==> src/rtl/alu_pkg.sv <==
// alu_pkg: shared op codes, state encoding and sizing helper for the sequential ALU
package alu_pkg;

    localparam logic [1:0] OP_ADD = 2'b00;
    localparam logic [1:0] OP_SUB = 2'b01;
    localparam logic [1:0] OP_MUL = 2'b10;
    localparam logic [1:0] OP_CMP = 2'b11;

    typedef enum logic {
        ST_IDLE = 1'b0,
        ST_MUL  = 1'b1
    } state_t;

    function automatic int clog2(input int v);
        int r;
        r = 0;
        while ((1 << r) < v) r++;
        return r;
    endfunction

endpackage

==> src/rtl/alu_mul_seq.sv <==
// alu_mul_seq: WIDTH-step shift-add multiplier core; prod is the accumulator after the current step
module alu_mul_seq
    import alu_pkg::*;
#(
    parameter int WIDTH = 4
) (
    input  logic                 clk,
    input  logic                 rst_n,
    input  logic                 load,
    input  logic                 step,
    input  logic [WIDTH-1:0]     a,
    input  logic [WIDTH-1:0]     b,
    output logic [2*WIDTH-1:0]   prod,
    output logic                 last
);

    localparam int CW = clog2(WIDTH) + 1;

    logic [2*WIDTH-1:0] mcand;
    logic [2*WIDTH-1:0] acc;
    logic [WIDTH-1:0]   mplier;
    logic [CW-1:0]      cnt;

    assign prod = acc + (mplier[0] ? mcand : '0);
    assign last = (cnt == CW'(WIDTH - 1));

    // load operands on accept, then one add/shift per step; counter saturates at WIDTH
    always_ff @(posedge clk or negedge rst_n) begin
        if (!rst_n) begin
            mcand  <= '0;
            acc    <= '0;
            mplier <= '0;
            cnt    <= '0;
        end else if (load) begin
            mcand  <= {{WIDTH{1'b0}}, a};
            acc    <= '0;
            mplier <= b;
            cnt    <= '0;
        end else if (step) begin
            acc    <= prod;
            mcand  <= mcand << 1;
            mplier <= mplier >> 1;
            cnt    <= (cnt == CW'(WIDTH)) ? cnt : cnt + 1'b1;
        end
    end

endmodule

==> src/rtl/alu_seq.sv <==
// alu_seq: registered add/sub/mul/cmp ALU with start/done handshake; ALU_SAT_SUB_EN selects saturating subtract
module alu_seq
    import alu_pkg::*;
#(
    parameter int WIDTH = 4
) (
    input  logic                 clk,
    input  logic                 rst_n,
    input  logic                 alu_en,
    input  logic                 start,
    input  logic [WIDTH-1:0]     a,
    input  logic [WIDTH-1:0]     b,
    input  logic                 s0,
    input  logic                 s1,
    output logic                 busy,
    output logic                 done,
    output logic [2*WIDTH-1:0]   result,
    output logic                 borrow
);

    state_t             state, state_nxt;
    logic [1:0]         op;
    logic               accept;
    logic               mul_last;
    logic [2*WIDTH-1:0] prod;
    logic [2*WIDTH-1:0] sum;
    logic [WIDTH-1:0]   diff;
    logic               lt;
    logic [2*WIDTH-1:0] op_res;

    assign op     = {s1, s0};
    assign accept = alu_en && start && (state == ST_IDLE);
    assign busy   = (state == ST_MUL);

    alu_mul_seq #(.WIDTH(WIDTH)) u_mul (
        .clk   (clk),
        .rst_n (rst_n),
        .load  (accept && op == OP_MUL),
        .step  (alu_en && state == ST_MUL),
        .a     (a),
        .b     (b),
        .prod  (prod),
        .last  (mul_last)
    );

    // state register
    always_ff @(posedge clk or negedge rst_n) begin
        if (!rst_n) state <= ST_IDLE;
        else        state <= state_nxt;
    end

    // next state: disable aborts, mul runs WIDTH steps, single-cycle ops stay idle
    always_comb begin
        state_nxt = state;
        if (!alu_en)                          state_nxt = ST_IDLE;
        else if (accept && op == OP_MUL)      state_nxt = ST_MUL;
        else if (state == ST_MUL && mul_last) state_nxt = ST_IDLE;
    end

    // single-cycle results straight from the live operands at the accepting edge
    always_comb begin
        lt  = a < b;
        sum = {{WIDTH{1'b0}}, a} + {{WIDTH{1'b0}}, b};
`ifdef ALU_SAT_SUB_EN
        diff = lt ? '0 : a - b;
`else
        diff = a - b;
`endif
        op_res = (op == OP_ADD) ? sum :
                 (op == OP_SUB) ? {{WIDTH{1'b0}}, diff} :
                 (op == OP_CMP) ? {{(2*WIDTH-1){1'b0}}, ~lt} : '0;
    end

    // result/done/borrow registers; done is a single-cycle pulse
    always_ff @(posedge clk or negedge rst_n) begin
        if (!rst_n) begin
            result <= '0;
            done   <= 1'b0;
            borrow <= 1'b0;
        end else if (!alu_en) begin
            result <= '0;
            done   <= 1'b0;
            borrow <= 1'b0;
        end else if (state == ST_MUL && mul_last) begin
            result <= prod;
            done   <= 1'b1;
            borrow <= 1'b0;
        end else if (accept && op != OP_MUL) begin
            result <= op_res;
            done   <= 1'b1;
            borrow <= (op == OP_SUB) && lt;
        end else begin
            done   <= 1'b0;
        end
    end

endmodule

==> config.mk <==
export PLATFORM = sky130hd
export DESIGN_NAME = alu_seq
export DESIGN_NICKNAME = d
export VERILOG_FILES = /design/src/rtl/alu_pkg.sv /design/src/rtl/alu_mul_seq.sv /design/src/rtl/alu_seq.sv
export SDC_FILE = /design/constraint.sdc
export NUM_CORES = 1
export LEC_CHECK = 0
export BUFFER_PORTS_ARGS = -buffer_cell sky130_fd_sc_hd__buf_2
export CAP_MARGIN = 15
export CORE_ASPECT_RATIO = 1.5
export CORE_MARGIN = 5
export CORE_UTILIZATION = 37
export DETAILED_ROUTE_END_ITERATION = 8
export PLACE_DENSITY_LB_ADDON = 0.3
export SLEW_MARGIN = 10
export SYNTH_ARGS = -nofsm -noshare
export SYNTH_HDL_FRONTEND = slang
export SYNTH_HIERARCHICAL = 1
export SYNTH_SLANG_ARGS = --single-unit
export TNS_END_PERCENT = 10
==> constraint.sdc <==
create_clock -name clk -period 2.95 [get_ports clk]
set_clock_uncertainty 0.05 [all_clocks]
set_input_delay 0.1475 -clock clk [delete_from_list [all_inputs] [get_ports clk]]
set_output_delay 0.1475 -clock clk [all_outputs]
set_load 0.05 [all_outputs]
==> results of run 1 <==
==> power groups by stage <==
stage          clock [mW]  sequential (mW)  combinational [mW]
6_report            0.369            0.622               0.427
5_1_grt             0.403            0.638               0.484
2_1_floorplan           0            0.634               0.302
4_1_cts             0.377            0.624               0.432
3_3_place_gp            0            0.630               0.424
3_5_place_dp            0            0.632               0.429
==> kinds of logic after synthesis <==
group,Yosys count,synth area share
and+or+nand+nor,77,0.177
AOI/OAI and AO/OA,53,0.166
DFF,34,0.376
buffers and inverters,21,0.0437
adders and majority gates,21,0.126
muxes,16,0.0730
xor gates and xnor gates,10,0.0387
==> cell usage after synthesis (all sizes together) (3+ instances only) <==
library cell   n  area (sq um)
a21o           5          38.8
nand2b         6          45.0
mux2i         15           150
nand2         22          90.1
inv           13          48.8
nor2          25           101
and2           9          56.3
nor2b          3          26.3
buf            6          42.5
ha            18           225
o21bai         3          22.5
fa             3          60.1
nor3           3          15.0
a21oi         12          67.6
xnor2          8          70.1
a22o           3          26.3
dfrtp         34           851
o21ai         18           105
nand3          3          15.0
==> metal layers <==
layer / vias to the layer above / track usage / part of all wire
li1: 856 / - / -
met1: 820 / 0.166 / 0.42
met2: 31 / 0.228 / 0.54
met3: 10 / 0.0239 / 0.024
met4: 0 / 0.0570 / 0.022
met5: - / 0 / 0
==> timing repair <==
action                                 4_1_cts  5_1_grt
endpoints found under the hold margin       34        0
hold buffers                                 1        0
setup buffers                                0        0
==> stage by stage <==
step | setup WS (ns) | std cells | area [sq um] | hold slack (ns)
floorplan | 0.707 | 232 | 2260 | -0.198
global placement | 0.588 | 324 | 2440 | 0.216
detailed placement | 0.565 | 324 | 2440 | 0.224
CTS | 0.537 | 333 | 2550 | 0.0533
global route | 0.369 | 333 | 2550 | 0.0537
finish | 0.519 | 333 | 2550 | 0.0593
==> path summary, 6_finish.rpt <==
check                                               to  cells after the start
setup / recovery                 result[6]$_DFFE_PN0P_                      9
hold / removal             u_mul/mplier[2]$_DFFE_PN0P_                      3
setup reg to reg                 result[6]$_DFFE_PN0P_                      9
hold reg to reg                     borrow$_DFFE_PN0P_                      1
max in group asynchronous     u_mul/cnt[2]$_DFFE_PN0P_                      2
min in group asynchronous   u_mul/mcand[5]$_DFFE_PN0P_                      2
==> state kept, by name, indices dropped and copies added, names as in the netlist <==
name          flops
borrow            1
busy              1
done              1
result            8
u_mul/acc         8
u_mul/cnt         3
u_mul/mcand       8
u_mul/mplier      4
==> critical path, cell delays in order, from the launching register on <==
cell,delay [ns]
dfrtp_1,0.44
and2_1,0.16
ha_1,0.22
fa_1,0.42
a21o_2,0.20
a21oi_1,0.21
o21ai_0,0.19
nor2_1,0.15
xnor2_1,0.09
a22o_1,0.20
==> layout make-up <==
| type | count | area (sq um) |
|---|---|---|
| clock buffer | 6 | 82.6 |
| clock inverter | 2 | 12.5 |
| fill | 621 | 3490 |
| inverter | 13 | 48.8 |
| multi-input combinational | 177 | 1320 |
| sequential | 34 | 851 |
| tap | 74 | 92.6 |
| timing repair buffer | 27 | 145 |
==> summary.txt, run 1 <==
Power and ir drop
  • Sw Pwr: 0.498 mW
  • Leak: 1.23 nW
  • Logic pwr share: 0.301
  • Power Total: between 1 and 1.5 mW
  • PwrDens: 556 nW/um^2
  • Internal: 0.919 mW
  • VDD IR max: 258 uV
  • Sw frac: 0.352
  • Flop pwr share: 0.439
  • Clock power share: 0.260

Detailed routing
  • Via-to-Cell Ratio: around 5.2
  • Vias post-DR: 1717
  • Drt pass-1 iters: 4
  • DRC: 0
  • DR WL/cell: approximately 14 microns
  • DRT iter0 DRCs: 78
  • Drt total wl: 4800 microns
  • Post-DRT Antenna Nets: 0

Placed design
  • DP Wirelength: 3620 microns
  • Port-buffer cells: 24
  • GPL Wtd Cong: approximately 0.84

STA
  • Setup violators final: 0
  • Min Tclk post-route: 2.43 ns
  • Worst slew pin tran: 0.793 ns
  • Max-slew violations: 0
  • Setup_tns: 0 ns
  • RSZ-0062 raised after global routing: false
  • Hold Vio Cnt, Final: 0
  • Max Fclk: 411 MHz
  • Headroom to the max-slew limit: 0.471
  • Final period util: 0.824

Clock network
  • Clk Latency, worst-skew pair: roughly 0.28 ns
  • Cts repair resizes: 0
  • CTS root buf: clkbuf_8
  • CTS Buf Count: 5
  • Clock slew at reported path FFs: roughly 0.07 ns
  • Number of H-tree levels: 2
  • Max clock buf depth: 2
  • CTS Sinks: 34
  • CTS tree: yes

Setup path
  • Critical Path AT: around 2.6 ns
  • Critical register-to-register path startpoint: u_mul/mplier[0]$_DFFE_PN0P_
  • Kind of critical path: reg -> reg
  • FF-to-FF setup slack: a little over 0.5 ns
  • Required time worst endpoint: 3.08 ns
  • Critical-path maximum fanout: 9
  • Startpoint types: register
  • Crit path from: u_mul/mplier[0]$_DFFE_PN0P_
  • Setup crit end kind: register

Floorplan
  • Core Region: 6040 sq um
  • Initial Utilization: 0.375
  • Die footprint: 7810 sq um
  • IO Pins: 25
  • Die Span Y: around 110 microns
  • Die width: 73.9 microns
  • Std cell rows: 35

Hold path
  • Hold Path Class: in -> reg
  • Worst Min Path Start: b[2]

Cells and area
  • Fin util: 0.422
  • Nets: 293
  • Area grow syn2layout: 12.6%
  • Layout cells sized above 1: 0.193
  • Most frequent cells in the layout: dfrtp_1 (34), buf_2 (24), nor2_1 (23)
  • Ant diodes: 0
  • Commonest non-fill, non-tap cell in the layout: dfrtp_1

Synth
  • Syn Inst Count: ~230
  • Asr flop ratio synth: 1.00
  • Synth Flop Type: dfrtp_1
  • Distinct cells, synth: 50
  • EDFF count, synth: 0
  • Syn Nets: about 270
  • Mean post-synth cell area: 9.76 sq um
  • Yosys warns: 6
  • Cell Area, Synth: 2260 sq um
  • Sequential fraction of the synthesis area: 0.376
  • FF+latch count, synth: 34

Run
  • Max-Cap Viols: 0

Global route
  • First-pass GRT wire length: 8290 microns
  • Pin count of the biggest net entering global routing: 35
  • Vias in the first global route: 1744
  • Overall global routing resource usage: 0.136
  • Remaining global-route overflow: 0
  • Number of antenna violations at the first check in global routing: 0

Run status
  • Status: complete, no violations
Power figures use the tool's default switching activity.
==> run 2, diff against run 1 <==
--- a/config.mk
+++ b/config.mk
@@ -5,6 +5,7 @@
 export SDC_FILE = /design/constraint.sdc
 export NUM_CORES = 1
 export LEC_CHECK = 0
+export ABC_AREA = 1
 export BUFFER_PORTS_ARGS = -buffer_cell sky130_fd_sc_hd__buf_2
 export CAP_MARGIN = 15
 export CORE_ASPECT_RATIO = 1.5
==> constraint.sdc (replaced) <==
create_clock -name clk -period 2 [get_ports clk]
set_clock_uncertainty 0.05 [all_clocks]
set_input_delay 0.1 -clock clk [delete_from_list [all_inputs] [get_ports clk]]
set_output_delay 0.1 -clock clk [all_outputs]
set_load 0.05 [all_outputs]
==> summary.txt, run 2 <==
Global route
  • Gr busiest metal: met2 (unchanged)
  • Pin count of the biggest net entering global routing: 35 (unchanged)
  • Number of antenna violations at the first check in global routing: 0 (unchanged)
  • Remaining global-route overflow: 0 (unchanged)
  • Grt met1 use: 0.162 (was 0.166)
  • Met2 Use GR: 0.240 (was 0.228)
  • First-pass GRT wire length: 8360 microns (was 8290 microns)
  • Vias in the first global route: 1889 (was 1744)
  • Overall global routing resource usage: 0.138 (was 0.136)
  • M3 GR Usage: 0.0267 (was 0.0239)

Power and ir drop
  • Clock power share: 0.189 (was 0.260)
  • VDD IR max: 639 uV (was 258 uV)
  • PwrDens: 1100 nW/um^2 (was 556 nW/um^2)
  • Power Total: 2.85 mW (was 1.42 mW)
  • Sw frac: 0.397 (was 0.352)
  • Logic pwr share: 0.449 (was 0.301)
  • Flop pwr share: 0.363 (was 0.439)
  • Leak: 1.47 nW (was 1.23 nW)
  • Sw Pwr: 1.13 mW (was 0.498 mW)
  • Internal: 1.72 mW (was 0.919 mW)

Floorplan
  • Std cell rows: 34 (was 35)
  • Die Span Y: 105 microns (was 106 microns)
  • Die footprint: 7760 sq um (was 7810 sq um)
  • IO Pins: 25 (unchanged)
  • Initial Utilization: 0.382 (was 0.375)
  • Core Region: 5870 sq um (was 6040 sq um)
  • Die width: 73.6 microns (was 73.9 microns)

Cells and area
  • Commonest non-fill, non-tap cell in the layout: nand2_1 (was dfrtp_1)
  • Layout fillers: 611 (was 621)
  • Most frequent cells in the layout: nand2_1 (83), inv_1 (44), dfrtp_1 (33) (was dfrtp_1 (34), buf_2 (24), nor2_1 (23))
  • Layout cells sized above 1: 0.181 (was 0.193)
  • Area of the multi-input gates: 1200 sq um (was 1320 sq um)
  • Area grow syn2layout: 15.7% (was 12.6%)
  • Ant diodes: 0 (unchanged)
  • Nets: 349 (was 293)
  • Final instance area: 2600 sq um (was 2550 sq um)
  • Sequential cell area: 852 sq um (was 851 sq um)
  • Fin util: 0.442 (was 0.422)
  • Non-filler cells, final: 387 (was 333)
  • Top flop regs: result (8), u_mul/acc (8), u_mul/mcand (8) (unchanged)

STA
  • Min Tclk post-route: 1.88 ns (was 2.43 ns)
  • Max-slew violations: 0 (unchanged)
  • Hold Vio Cnt, Final: 0 (unchanged)
  • Setup violators final: 0 (unchanged)
  • Headroom to the max-slew limit: 0.466 (was 0.471)
  • Max Fclk: 532 MHz (was 411 MHz)
  • Post-route setup slack: 0.120 ns (was 0.519 ns)
  • Setup_tns: 0 ns (unchanged)
  • Worst slew pin tran: 0.801 ns (was 0.793 ns)
  • Final period util: 0.940 (was 0.824)
  • Min Hold Slack: 0.0224 ns (was 0.0593 ns)

Placed design
  • Port-buffer cells: 24 (unchanged)
  • GPL Wtd Cong: 0.777 (was 0.837)
  • DP Wirelength: 3780 microns (was 3620 microns)
  • Area after DPL: 2440 sq um (about the same)
  • Placed insts: 377 (was 324)
  • Pre-CTS WS: 0.0394 ns (was 0.565 ns)

Setup path
  • FF-to-FF setup slack: 0.12 ns (was 0.52 ns)
  • Critical Path AT: 2.02 ns (was 2.56 ns)
  • Critical register-to-register path startpoint: u_mul/mplier[0]$_DFFE_PN0P_ (unchanged)
  • Startpoint types: register (unchanged)
  • Length in cells of the worst reg-to-reg path: 10 (was 9)
  • Setup crit end kind: register (unchanged)
  • Worst Setup EP: result[6]$_DFFE_PN0P_ (unchanged)
  • Crit path from: u_mul/mplier[0]$_DFFE_PN0P_ (unchanged)
  • Critical-path maximum fanout: 7 (was 9)
  • Critical R2R Capture: result[6]$_DFFE_PN0P_ (unchanged)
  • Kind of critical path: reg -> reg (unchanged)
  • Required time worst endpoint: 2.14 ns (was 3.08 ns)

Synth
  • Largest family of logic cells by synthesized area: simple AND/OR/NAND/NOR gates (unchanged)
  • Asr flop ratio synth: 1.00 (unchanged)
  • Share of the synthesized area in the top cell type: 0.379 (was 0.376)
  • Post-synthesis compound-gate area fraction: 0.116 (was 0.166)
  • Adder-cell share of the synthesized area: 0.127 (was 0.126)
  • FF+latch count, synth: 34 (unchanged)
  • Multiplexer area fraction after synthesis: 0 (was 0.0730)
  • Yosys warns: 6 (unchanged)
  • Cell Area, Synth: 2240 sq um (was 2260 sq um)
  • EDFF count, synth: 0 (unchanged)
  • Mean post-synth cell area: 7.96 sq um (was 9.76 sq um)
  • Yosys top cell by area: dfrtp_1 (unchanged)
  • Synth top area cells: dfrtp_1 (38%), nand2_1 (14%), ha_1 (10%), inv_1 (7.4%), nand3_1 (4.9%) (was dfrtp_1 (38%), ha_1 (10%), mux2i_1 (6.6%), nor2_1 (4.0%), nand2_1 (3.5%))
  • Post-Synth XOR/XNOR Area: 0.0190 (was 0.0387)
  • Simple-gate share of the synthesized area: 0.256 (was 0.177)
  • Synth cell count leaders: nand2_1 (84), inv_1 (44), dfrtp_1 (34) (was dfrtp_1 (34), nor2_1 (24), nand2_1 (21))
  • Distinct cells, synth: 31 (was 50)
  • Synth Flop Type: dfrtp_1 (unchanged)
  • Syn Inst Count: 282 (was 232)
  • Most common cell in the netlist: nand2_1 (was dfrtp_1)
  • Sequential fraction of the synthesis area: 0.379 (was 0.376)
  • Syn Nets: 317 (was 267)

Run
  • Max-Cap Viols: 0 (unchanged)

Run status
  • Status: complete, no violations (unchanged)

Clock network
  • CTS Sinks: 34 (unchanged)
  • Clk Latency, worst-skew pair: 0.29 ns (was 0.28 ns)
  • CTS root buf: clkbuf_8 (unchanged)
  • Number of H-tree levels: 2 (unchanged)
  • Max clock buf depth: 2 (unchanged)
  • CTS tree: yes (unchanged)
  • CTS Buf Count: 5 (unchanged)
  • Clock slew at reported path FFs: 0.07 ns (about the same)

Detailed routing
  • DRT iter0 DRCs: 74 (was 78)
  • Via-to-Cell Ratio: 4.83 (was 5.16)
  • DR WL/cell: 12.6 microns (was 14.4 microns)
  • Drt total wl: 4870 microns (was 4800 microns)
  • DRC: 0 (unchanged)
  • Vias post-DR: 1869 (was 1717)
  • Post-DRT Antenna Nets: 0 (unchanged)
  • Drt pass-1 iters: 4 (unchanged)

Hold path
  • Hold Path Class: in -> reg (unchanged)
-- run 2: layout make-up --
type                            instances  area share
Multi-Input combinational cell        196       0.463
Clock buffer                            7      0.0332
Timing Repair Buffer                   30      0.0694
Clock inverter                          1     0.00193
Sequential cell                        34       0.328
Inverter                               47      0.0698
Tap cell                               72      0.0347
-- run 2: logic make-up (layout without fill, tap and decap cells) --
kind of cell / Yosys count / in the layout
AND/OR/NAND/NOR: 131 / 131
buffers and inverters: 52 / 85
AO/OA/AOI/OAI: 40 / 40
flip-flops: 34 / 34
adder cells (fa/ha/maj): 21 / 21
XOR/XNOR: 4 / 4
-- run 2: metal layers --
layer  up-vias  share of wire
met5         -              0
met4         0          0.018
met3         8          0.044
met2        34           0.52
met1       859           0.42
li1        968              -
-- run 2: what timing repair did --
action,CTS,global route
buffers inserted,0,1
setup endpoints to repair,0,5
endpoints found under the hold margin,34,0
resized for setup,0,8
hold buffers,1,0
-- run 2: power groups by stage --
stage          Clock, mW  Sequential [mW]  Combinational (mW)
6_report           0.537             1.03                1.28
5_1_grt            0.588             1.06                1.46
4_1_cts            0.555             1.03                1.18
3_5_place_dp           0             1.05                1.17
3_3_place_gp           0             1.04                1.15
2_1_floorplan          0             1.03               0.918
-- run 2: critical path, stage by stage (launching register included) --
cell and delay, ns:
dfrtp_2 0.43, buf_12 0.14, nand2_1 0.05, inv_1 0.04
ha_1 0.33, or2_1 0.26, nand3b_1 0.11, nand3_1 0.09
and2_1 0.16, nand3_1 0.07, nand2_1 0.05
-- run 2: worst min path at each step --
stage                      from                         end  cells past startpoint
after floorplan           rst_n          borrow$_DFFE_PN0P_                      0
after global placement    rst_n  u_mul/mcand[5]$_DFFE_PN0P_                      1
after detailed placement  rst_n  u_mul/mcand[3]$_DFFE_PN0P_                      1
after CTS                  a[0]  u_mul/mcand[0]$_DFFE_PN0P_                      3
after global routing       a[0]  u_mul/mcand[0]$_DFFE_PN0P_                      3
final                      a[0]  u_mul/mcand[0]$_DFFE_PN0P_                      3
==> run 3, diff against run 2 <==
==> constraint.sdc (replaced) <==
create_clock -name clk -period 1.8 [get_ports clk]
set_clock_uncertainty 0.05 [all_clocks]
set_input_delay 0.09 -clock clk [delete_from_list [all_inputs] [get_ports clk]]
set_output_delay 0.09 -clock clk [all_outputs]
set_load 0.05 [all_outputs]
==> summary.txt, run 3 (synthesis results as in run 2) <==
Run status
  • Status: finished with violations (was complete, no violations)
  • Failing checks: setup timing

Hold path
  • WHS Endpoint: u_mul/mplier[3]$_DFFE_PN0P_ (was u_mul/mcand[0]$_DFFE_PN0P_)
  • WHS Path Cells: 2 (was 3)
  • Hold Path Class: in -> reg (unchanged)
  • Worst Min Path Start: b[3] (was a[0])

Cells and area
  • Layout fillers: 599 (was 611)
  • Top flop regs: result (8), u_mul/acc (8), u_mul/mcand (8) (unchanged)
  • Area grow syn2layout: 22.3% (was 15.7%)
  • Nets: 357 (was 349)
  • Commonest non-fill, non-tap cell in the layout: nand2_1 (unchanged)
  • Ant diodes: 0 (unchanged)
  • Fin util: 0.468 (was 0.442)
  • Most frequent cells in the layout: nand2_1 (78), inv_1 (42), dfrtp_1 (33) (was nand2_1 (83), inv_1 (44), dfrtp_1 (33))
  • Layout cells sized above 1: 0.241 (was 0.181)

Detailed routing
  • Post-DRT Antenna Nets: 0 (unchanged)
  • DR WL/cell: 12.9 microns (was 12.6 microns)
  • Drt total wl: 5090 microns (was 4870 microns)
  • DRC: 0 (unchanged)
  • Vias post-DR: 1923 (was 1869)
  • Drt pass-1 iters: 4 (unchanged)
  • DRT iter0 DRCs: 77 (was 74)
  • Via-to-Cell Ratio: 4.87 (was 4.83)

Setup path
  • Startpoint types: register (unchanged)
  • FF-to-FF setup slack: -0.06 ns (was 0.12 ns)
  • CP top delay family: simple AND/OR/NAND/NOR gates (unchanged)
  • Required time worst endpoint: 1.93 ns (was 2.14 ns)
  • Kind of critical path: reg -> reg (unchanged)
  • Most frequent CP cell: nand2_2
  • Crit-path cells: nand2_2, inv_2, ha_4, fa_2, nand2_2, nand2_2, nand3b_1, nand3_1, and2_1, nand3_1, nand2_1 (was buf_12, nand2_1, inv_1, ha_1, or2_1, nand3b_1, nand3_1, and2_1, nand3_1, nand2_1)
  • Length in cells of the worst reg-to-reg path: 11 (was 10)
  • Slowest-stage cell, CP: dfrtp_2 (unchanged)
  • Critical Path AT: 1.99 ns (was 2.02 ns)
  • Critical register-to-register path startpoint: u_mul/mplier[0]$_DFFE_PN0P_ (unchanged)
  • Setup crit end kind: register (unchanged)
  • WP buf/inv: 1 (was 2)
  • Critical R2R Capture: result[6]$_DFFE_PN0P_ (unchanged)
  • Critical-path maximum fanout: 8 (was 7)
  • CP max stage delay: 0.46 ns (was 0.43 ns)

Placed design
  • Pre-CTS WS: -0.0629 ns (was 0.0394 ns)
  • Port-buffer cells: 24 (unchanged)
  • DP Wirelength: 3950 microns (was 3780 microns)
  • GPL Wtd Cong: 0.840 (was 0.777)

Power and ir drop
  • Sw frac: 0.382 (was 0.397)
  • Power Total: 3.55 mW (was 2.85 mW)
  • VDD IR max: 568 uV (was 639 uV)
  • Flop pwr share: 0.331 (was 0.363)
  • Sw Pwr: 1.36 mW (was 1.13 mW)
  • Logic pwr share: 0.472 (was 0.449)
  • Internal: 2.20 mW (was 1.72 mW)
  • PwrDens: 1290 nW/um^2 (was 1100 nW/um^2)
  • Clock power share: 0.197 (was 0.189)
  • Leak: 1.50 nW (was 1.47 nW)

STA
  • Post-route setup slack: -0.0599 ns (was 0.120 ns)
  • Worst slew pin tran: 0.787 ns (was 0.801 ns)
  • Max-slew violations: 0 (unchanged)
  • Max Fclk: 538 MHz (was 532 MHz)
  • Headroom to the max-slew limit: 0.476 (was 0.466)
  • Hold Vio Cnt, Final: 0 (unchanged)
  • RSZ-0062 raised after global routing: true
  • Setup violators final: 3 (was 0)
  • Min Tclk post-route: 1.86 ns (was 1.88 ns)
  • Final period util: 1.03 (was 0.940)

Floorplan
  • Initial Utilization: 0.382 (unchanged)
  • Std cell rows: 34 (unchanged)
  • Die Span Y: 105 microns (unchanged)
  • Die width: 73.6 microns (unchanged)
  • Core Region: 5870 sq um (unchanged)
  • Die footprint: 7760 sq um (unchanged)
  • IO Pins: 25 (unchanged)

Clock network
  • Max clock buf depth: 2 (unchanged)
  • CTS Sinks: 34 (unchanged)
  • CTS root buf: clkbuf_8 (unchanged)
  • CTS tree: yes (unchanged)
  • CTS Buf Count: 5 (unchanged)
  • Post-CTS setup buffer count: 0 (unchanged)
  • Number of H-tree levels: 2 (unchanged)
  • Clock slew at reported path FFs: 0.07 ns (about the same)
  • Clk Latency, worst-skew pair: 0.29 ns (about the same)

Global route
  • Vias in the first global route: 2000 (was 1889)
  • Number of antenna violations at the first check in global routing: 0 (unchanged)
  • First-pass GRT wire length: 8770 microns (was 8360 microns)
  • Remaining global-route overflow: 0 (unchanged)
  • Pin count of the biggest net entering global routing: 35 (unchanged)
  • Overall global routing resource usage: 0.143 (was 0.138)

Run
  • Max-Cap Viols: 0 (unchanged)
[run 3: stage by stage]
stage	setup TNS (ns)	hold WS, ns	std cells	area [sq um]
after floorplan	0	-0.256	282	2260
after global placement	-0.114	0.171	385	2520
after detailed placement	-0.274	0.169	385	2520
after CTS	-0.0633	0.0226	395	2690
after global routing	-1.22	0.0268	395	2750
final	-0.102	0.0294	395	2750
[run 3: what timing repair did]
item	in CTS	in global routing
hold buffers	2	0
gates resized for setup	8	14
endpoints found under the setup margin	8	14
pin swaps	9	11
endpoints found under the hold margin	35	0
[run 3: area by class of cell]
| class | count | area, sq um | area share |
|---|---|---|---|
| Sequential cell | 34 | 852 | 0.310 |
| Inverter | 47 | 181 | 0.0661 |
| Multi-Input combinational cell | 196 | 1280 | 0.465 |
| Tap cell | 72 | 90.1 | 0.0328 |
| Timing Repair Buffer | 38 | 234 | 0.0852 |
| Clock inverter | 2 | 37.5 | 0.0137 |
| Clock buffer | 6 | 72.6 | 0.0264 |
[run 3: power by group through the flow]
stage                     combinational (mW)  clock (mW)  sequential (mW)
after floorplan                         1.04           0             1.15
after global placement                  1.46           0             1.16
after detailed placement                1.49           0             1.17
after CTS                               1.59       0.723             1.17
after global routing                    1.88       0.758             1.21
final                                   1.68       0.699             1.18
[run 3: how the worst max path moves through the flow]
stage / cells past startpoint / slack [ns] / from / end
floorplan: 12 / 0.01 / u_mul/mplier[0]$_DFFE_PN0P_ / result[6]$_DFFE_PN0P_
global placement: 12 / -0.04 / u_mul/mplier[0]$_DFFE_PN0P_ / result[4]$_DFFE_PN0P_
detailed placement: 12 / -0.06 / u_mul/mplier[0]$_DFFE_PN0P_ / result[4]$_DFFE_PN0P_
CTS: 11 / -0.04 / u_mul/mplier[0]$_DFFE_PN0P_ / result[6]$_DFFE_PN0P_
global route: 12 / -0.23 / u_mul/mplier[0]$_DFFE_PN0P_ / result[4]$_DFFE_PN0P_
finish: 11 / -0.06 / u_mul/mplier[0]$_DFFE_PN0P_ / result[6]$_DFFE_PN0P_
[run 3: metal layers]
metal / global-route usage / part of all wire / up-vias / wire (microns)
met5: 0 / 0 / - / 0
li1: - / - / 975 / -
met3: 0.0219 / 0.025 / 9 / 129
met1: 0.175 / 0.43 / 912 / 2210
met4: 0.0712 / 0.024 / 0 / 123
met2: 0.239 / 0.52 / 27 / 2630
